## src/rtl/cc_scheduler.sv

```systemverilog
// Clock-compensation scheduler: periodically (or on cc_force) stalls the AXI source
// and asks data_controller to emit CC_LEN cycles of CC ordered sets.
module cc_scheduler #(
    parameter int unsigned CC_PERIOD = 5000,
    parameter int unsigned CC_LEN    = 6,
    parameter int unsigned STAT_W    = 16
) (
    input  logic                             clk,
    input  logic                             rst_n,
    input  logic                             channel_init_finished,
    input  logic                             cc_force,
    output logic                             axi_ready,
    output logic                             cc_insert,
    output logic [$clog2(CC_LEN+1)-1:0]      cc_index,
    output logic                             cc_done,
    output logic [STAT_W-1:0]                cc_seq_count
);

    localparam int unsigned CNT_W = $clog2(CC_PERIOD);
    localparam int unsigned IDX_W = $clog2(CC_LEN + 1);

    typedef enum logic [1:0] {
        IDLE,
        RUN,
        INSERT
    } state_e;

    state_e                state_q, state_d;
    logic [CNT_W-1:0]      period_q, period_d;
    logic [IDX_W-1:0]      index_q, index_d;
    logic                  ready_q, ready_d;
    logic                  insert_q, insert_d;
    logic                  done_q, done_d;
    logic [STAT_W-1:0]     count_q, count_d;

    logic                  expire;
    logic                  last_cc;

    assign expire  = (period_q == CNT_W'(CC_PERIOD - 1));
    assign last_cc = (index_q == IDX_W'(CC_LEN - 1));

    always_comb begin
        state_d  = state_q;
        period_d = period_q;
        index_d  = '0;
        done_d   = 1'b0;
        count_d  = count_q;

        if (!channel_init_finished) begin
            // Losing the channel aborts any sequence silently; statistics survive.
            state_d  = IDLE;
            period_d = '0;
        end else begin
            case (state_q)
                IDLE: begin
                    state_d  = RUN;
                    period_d = '0;
                end
                RUN: begin
                    if (expire || cc_force) begin
                        state_d  = INSERT;
                        period_d = '0;
                    end else begin
                        period_d = period_q + CNT_W'(1);
                    end
                end
                INSERT: begin
                    // Period keeps running so spacing is measured start-to-start.
                    period_d = expire ? '0 : period_q + CNT_W'(1);
                    if (last_cc) begin
                        state_d = RUN;
                        done_d  = 1'b1;
                        if (count_q != '1) begin
                            count_d = count_q + STAT_W'(1);
                        end
                    end else begin
                        index_d = index_q + IDX_W'(1);
                    end
                end
                default: begin
                    state_d  = IDLE;
                    period_d = '0;
                end
            endcase
        end

        ready_d  = (state_d == RUN);
        insert_d = (state_d == INSERT);
    end

    always_ff @(posedge clk or negedge rst_n) begin
        if (!rst_n) begin
            state_q  <= IDLE;
            period_q <= '0;
            index_q  <= '0;
            ready_q  <= 1'b0;
            insert_q <= 1'b0;
            done_q   <= 1'b0;
            count_q  <= '0;
        end else begin
            state_q  <= state_d;
            period_q <= period_d;
            index_q  <= index_d;
            ready_q  <= ready_d;
            insert_q <= insert_d;
            done_q   <= done_d;
            count_q  <= count_d;
        end
    end

    assign axi_ready    = ready_q;
    assign cc_insert    = insert_q;
    assign cc_index     = index_q;
    assign cc_done      = done_q;
    assign cc_seq_count = count_q;

endmodule

```

## config.mk

```make
export PLATFORM = sky130hd
export DESIGN_NAME = cc_scheduler
export DESIGN_NICKNAME = d
export VERILOG_FILES = /design/src/rtl/cc_scheduler.sv
export SDC_FILE = /design/constraint.sdc
export NUM_CORES = 1
export LEC_CHECK = 0
export ABC_CLOCK_PERIOD_IN_PS = 3000
export CORE_ASPECT_RATIO = 0.7
export CORE_UTILIZATION = 35
export DETAILED_ROUTE_END_ITERATION = 12
export PLACE_DENSITY = 0.54
export SETUP_SLACK_MARGIN = 0.3
export SLEW_MARGIN = 5
export SYNTH_ARGS = -nofsm -noshare
export SYNTH_HDL_FRONTEND = slang
export SYNTH_SLANG_ARGS = --single-unit
```

## constraint.sdc

```tcl
create_clock -name clk -period 3 [get_ports clk]
set_clock_uncertainty 0.05 [all_clocks]
set_input_delay 0.6 -clock clk [delete_from_list [all_inputs] [get_ports clk]]
set_output_delay 0.6 -clock clk [all_outputs]
set_load 0.05 [all_outputs]
```

==> results of run 1 <==
-- layer usage --
metal | track usage | wire length [um]
met1 | 0.236 | 2150
met2 | 0.221 | 1610
met3 | 0.0436 | 172
met4 | 0.0456 | 34
met5 | 0 | 0
-- layout by cell type (no fill, tap or decap), drive strengths merged --
master / synthesis / layout
dfrtp: 37 / 37
nor2: 25 / 25
clkdlybuf4s50: 0 / 25
xnor2: 13 / 13
nand2: 12 / 12
nand3: 12 / 12
nand4: 10 / 10
xor2: 10 / 10
nor3: 7 / 7
clkbuf: 0 / 7
inv: 6 / 6
ha: 6 / 6
nor4: 6 / 6
and3: 3 / 3
a21oi: 3 / 3
a31oi: 3 / 3
o21ai: 2 / 2
nand2b: 2 / 2
nor2b: 2 / 2
o21a: 2 / 2
or2: 2 / 2
and4: 2 / 2
mux2: 2 / 2
nor4b: 2 / 2
buf: 1 / 2
or4b: 2 / 2
and3b: 1 / 1
o211ai: 1 / 1
nand3b: 1 / 1
o221a: 1 / 1
nand4b: 1 / 1
o311ai: 1 / 1
nor3b: 1 / 1
bufinv: 0 / 1
-- registers in the layout, summed over array words and instances (netlist names) --
register      cells
cc_insert         1
cc_done           1
cc_index          3
state_q           2
period_q         13
axi_ready         1
cc_seq_count     16
-- how the worst max path moves through the flow --
stage                                           start                            to  slack (ps)  cells past startpoint
after floorplan           cc_seq_count[7]$_DFFE_PN0P_  cc_seq_count[12]$_DFFE_PN0P_         930                      4
after global placement          channel_init_finished   cc_seq_count[8]$_DFFE_PN0P_         660                      5
after detailed placement        channel_init_finished   cc_seq_count[8]$_DFFE_PN0P_         540                      5
after CTS                 cc_seq_count[3]$_DFFE_PN0P_               cc_seq_count[3]         740                      1
after global routing      cc_seq_count[3]$_DFFE_PN0P_               cc_seq_count[3]         680                      1
final                     cc_seq_count[3]$_DFFE_PN0P_               cc_seq_count[3]         760                      1
-- cell families after synthesis --
| kind of cell | share of synthesized area |
|---|---|
| AOI/OAI and AO/OA | 0.0465 |
| buffers and inverters | 0.0182 |
| and+or+nand+nor | 0.276 |
| DFF | 0.499 |
| xor gates and xnor gates | 0.108 |
| adders and majority gates | 0.0404 |
| muxes | 0.0121 |
-- power by group --
| part | internal (mW) | switching (mW) |
|---|---|---|
| clock | 0.271 | 0.167 |
| combinational | 0.0196 | 0.0362 |
| sequential | 0.504 | 0.00474 |
| total | 0.794 | 0.207 |
-- final cells by class --
class / instances / share of cell area
well taps: 69 / 0.0373
repair buffers: 27 / 0.115
flip-flops and latches: 37 / 0.400
clock inverters: 1 / 0.0130
multi-input cells: 135 / 0.388
inverters: 6 / 0.00973
clock buffers: 7 / 0.0373
-- through the flow --
stage | instances | utilization
final | 282 | 0.468
after floorplan | 179 | -
after global placement | 274 | 0.445
after global routing | 282 | 0.468
after detailed placement | 274 | 0.445
after CTS | 282 | 0.468
==> flow_metrics.env, run 1 <==
export IMPL_antenna_found_initial=0
export IMPL_io_buffers=25
export IMPL_powerDensity_mw_per_mm2=433
export IMPL_r2r_start="state_q[0]$_DFF_PN0_"
export IMPL_maxCapViolations=0
export IMPL_setup_violations=0
export IMPL_cp_required_ps=2350
export IMPL_dp_hpwl_um=2840
export IMPL_htree_num_levels=2
export IMPL_ys_seq_area_frac=0.499
export IMPL_ys_warn_count=0
export IMPL_p_leak_nw=0.994
export IMPL_start_kind="register"
export IMPL_drive_above_1_share=0.0751
export IMPL_finalWirelength_um=3970
export IMPL_hold_viol_final=0
export IMPL_grt_pass1_vias=1400
export IMPL_yosysMostFrequentCell="dfrtp_1"
export IMPL_crit_type="register to primary output"
export IMPL_area_growth_pct=24.6
export IMPL_arrival_ps=1590
export IMPL_grt_overflow_total=0
export IMPL_register_area_um2=926
export IMPL_grt_pass1_wl_um=6710
export IMPL_synth_common_cells="dfrtp_1, nor2_1, xnor2_1"
export IMPL_antenna_cells=0
export IMPL_drt_pass1_iter_count=4
export IMPL_status="finished, final reports clean"
export IMPL_ioPinCount=26
export IMPL_timing_rr_end="cc_seq_count[8]$_DFFE_PN0P_"
export IMPL_worstHoldPathType="register to register"
export IMPL_syn_nets=189
export IMPL_nFillCells=500
export IMPL_ir_drop_mv=0.182
export IMPL_start_util=0.376
export IMPL_drc_errors=0
export IMPL_dpl_cell_area_mm2=0.00220
export IMPL_synth_top_area_frac=0.499
export IMPL_post_cts_buffers=0
export IMPL_worst_path_max_fanout=7
export IMPL_async_reset_ff_frac=1.00
export IMPL_rsz0062_at_grt="false"
export IMPL_end_kind="primary output"
export IMPL_whs_ps=471
export IMPL_crit_slowest_cell="clkdlybuf4s50_1"
export IMPL_period_share=0.748
export IMPL_syn_inst=179
export IMPL_multi_input_area_um2=897
export IMPL_die_w_um=89.1
export IMPL_synth_flop_cell="dfrtp_1"
export IMPL_min_from="period_q[0]$_DFF_PN0_"
export IMPL_fin_area_mm2=0.00231
export IMPL_synth_edf_count=0
export IMPL_post_drt_wl_per_cell_um=14.1
export IMPL_synth_largest_area_cell="dfrtp_1"
export IMPL_syn_area_mm2=0.00186
export IMPL_root_buffer="clkbuf_8"
export IMPL_final_antenna_net_count=0
export IMPL_ys_ff_latch=37
export IMPL_clock_fmax_mhz=446
export IMPL_design_die_area_mm2=0.00561
export IMPL_grt_max_degree=38
export IMPL_gp_congestion=0.807
export IMPL_cp_num_buf_inv=1
export IMPL_min_to="period_q[0]$_DFF_PN0_"
export IMPL_cts_tree="built"
export IMPL_reg2reg_depth=6
export IMPL_crit_family="buffers and inverters"
export IMPL_cts_buffers=5
export IMPL_clock_sinks=37
export IMPL_fin_tns_setup_ps=0
export IMPL_hold_buffers=0
export IMPL_ff2ff_setup_slack_ps=920
export IMPL_rows=21
export IMPL_cts_resized=0
export IMPL_ys_types=33
export IMPL_p_total_mw=1.00
export IMPL_place_worst_setup_slack_ps=540
export IMPL_relSlewSlack=0.602
export IMPL_clk_pin_slew_ps=70
export IMPL_avgSynthCellArea_um2=10.4
export IMPL_tightest_slew_ps=591
export IMPL_fin_crit_ps=2240
export IMPL_slew_viol_final=0
export IMPL_gr_usage_all_layers=0.158
export IMPL_nets=222
export IMPL_hold_path_depth=1
export IMPL_fin_ws_ps=757
export IMPL_die_h_um=62.9
export IMPL_drt_initial_drc_count=99
export IMPL_via_per_inst=4.99
export IMPL_vias=1408
export IMPL_slowest_delay_ps=850
export IMPL_insertion_delay_ps=280
export IMPL_cts_buffer_depth=2
export IMPL_cp_cell_sequence="clkdlybuf4s50_1"
export IMPL_synth_area_leaders="dfrtp_1, xnor2_1, nor2_1, xor2_1, ha_1"
export IMPL_core_mm2=0.00494
Note: power is estimated with default switching activity, not from simulation.
==> run 2, diff against run 1 <==
Settings changed: ABC_CLOCK_PERIOD_IN_PS 3000 to 2300.
Clock period 3 ns to 2.3 ns, I/O delays scaled along.
==> run 2 against run 1 <==
Effect of this change: register-to-register slack got worse by 520 ps; sequential share of layout area increased by 0.57 points; flip-flop and latch count unchanged; die area unchanged; via count increased by 1.6%; routed wire length decreased by 3.4%; sequential power increased by 30%; highest routed layer unchanged; power increased by 17%.
==> flow_metrics.env, run 2 (same netlist as run 1, synthesis figures left out) <==
export IMPL_status="finished, final reports clean"
export IMPL_timing_rr_end="axi_ready$_DFF_PN0_"
export IMPL_maxCapViolations=0
export IMPL_clk_pin_slew_ps=70
export IMPL_end_kind="primary output"
export IMPL_via_per_inst=5.06
export IMPL_place_worst_setup_slack_ps=79.4
export IMPL_nets=223
export IMPL_powerDensity_mw_per_mm2=515
export IMPL_design_die_area_mm2=0.00561
export IMPL_post_drt_wl_per_cell_um=13.6
export IMPL_rsz0062_at_grt="true"
export IMPL_drt_pass1_iter_count=4
export IMPL_insertion_delay_ps=280
export IMPL_utilization=0.462
export IMPL_min_to="period_q[0]$_DFF_PN0_"
export IMPL_cp_num_buf_inv=1
export IMPL_period_share=0.839
export IMPL_reg2reg_depth=4
export IMPL_grt_pass1_wl_um=6780
export IMPL_fin_crit_ps=1930
export IMPL_slowest_delay_ps=800
export IMPL_slew_viol_final=0
export IMPL_core_mm2=0.00494
export IMPL_cts_buffer_depth=2
export IMPL_antenna_found_initial=0
export IMPL_p_leak_nw=1.08
export IMPL_rows=21
export IMPL_drt_initial_drc_count=61
export IMPL_largest_reg_flops=16
export IMPL_min_from="period_q[0]$_DFF_PN0_"
export IMPL_grt_max_degree=38
export IMPL_r2r_start="period_q[4]$_DFF_PN0_"
export IMPL_gp_congestion=0.880
export IMPL_ir_drop_mv=0.302
export IMPL_worstHoldPathType="register to register"
export IMPL_antenna_cells=0
export IMPL_instances_no_fill=283
export IMPL_final_antenna_net_count=0
export IMPL_vias=1431
export IMPL_io_buffers=25
export IMPL_hold_buffers=0
export IMPL_fin_ws_ps=370
export IMPL_setup_violations=0
export IMPL_ioPinCount=26
export IMPL_place_inst=275
export IMPL_clock_fmax_mhz=518
export IMPL_nFillCells=488
export IMPL_tightest_slew_ps=501
export IMPL_root_buffer="clkbuf_8"
export IMPL_hold_path_depth=1
export IMPL_htree_num_levels=2
export IMPL_crit_slowest_cell="clkdlybuf4s50_1"
export IMPL_grt_pass1_vias=1481
export IMPL_multi_input_area_um2=911
export IMPL_drive_above_1_share=0.0981
export IMPL_start_kind="register"
export IMPL_cts_tree="built"
export IMPL_gr_usage_all_layers=0.158
export IMPL_grt_overflow_total=0
export IMPL_fin_tns_setup_ps=0
export IMPL_ff2ff_setup_slack_ps=400
export IMPL_die_h_um=62.9
export IMPL_final_common_cell="dfrtp_1"
export IMPL_dp_hpwl_um=2860
export IMPL_clock_sinks=37
export IMPL_drc_errors=0
export IMPL_crit_type="register to primary output"
export IMPL_finalWirelength_um=3840
export IMPL_cp_cell_sequence="clkdlybuf4s50_1"
export IMPL_p_total_mw=1.17
export IMPL_worst_path_max_fanout=1
export IMPL_area_growth_pct=22.8
export IMPL_relSlewSlack=0.665
export IMPL_cts_buffers=5
export IMPL_die_w_um=89.1
export IMPL_final_cell_mix="dfrtp_1, nor2_1, dlygate4sd2_1, xnor2_1, nand3_1"
export IMPL_arrival_ps=1420
export IMPL_cp_required_ps=1790
export IMPL_crit_family="buffers and inverters"
export IMPL_hold_viol_final=0
export IMPL_register_area_um2=926
export IMPL_start_util=0.376
## run 2: layout make-up
cell class	count	share of cell area
clock buffers	5	0.0302
multi-input cells	135	0.399
inverters	6	0.00987
repair buffers	28	0.109
clock inverters	3	0.00768
well taps	69	0.0378
flip-flops and latches	37	0.406
## run 2: how the worst max path moves through the flow
stage                                startpoint                           to  slack, ps  depth (start not counted)
floorplan           cc_seq_count[0]$_DFFE_PN0P_  cc_seq_count[8]$_DFFE_PN0P_        300                          5
global placement          channel_init_finished  cc_seq_count[8]$_DFFE_PN0P_        120                          6
detailed placement        channel_init_finished  cc_seq_count[8]$_DFFE_PN0P_         80                          6
CTS                        state_q[0]$_DFF_PN0_  cc_seq_count[8]$_DFFE_PN0P_        330                          7
global route               state_q[0]$_DFF_PN0_  cc_seq_count[8]$_DFFE_PN0P_        290                          7
finish                      cc_insert$_DFF_PN0_                    cc_insert        370                          1
## run 2: per-stage QoR
step / hold slack, ps / instance area, um^2
2_1_floorplan: 114 / 1860
3_3_place_gp: 453 / 2210
3_5_place_dp: 458 / 2210
4_1_cts: 468 / 2270
5_1_grt: 504 / 2280
6_report: 463 / 2280
## run 2: repair_timing
item                       in CTS  in global routing
setup endpoints to repair      19                 19
resized for setup              19                  3
pin swaps                       0                  0
gates cloned                    0                  0
buffers inserted                0                  0
## run 2: layer usage
layer / wire, um / track usage / part of all wire / up-vias
met1: 1990 / 0.225 / 0.52 / 691
met5: 0 / 0 / 0 / -
met4: 29 / 0.0476 / 0.0076 / 0
met2: 1640 / 0.237 / 0.43 / 32
met3: 175 / 0.0396 / 0.046 / 4
li1: - / - / - / 704
## run 2: where the power goes
part	switching (mW)	internal (mW)	total [mW]
Sequential	0.00651	0.657	0.664
Clock	0.227	0.209	0.436
Combinational	0.0483	0.0267	0.0750
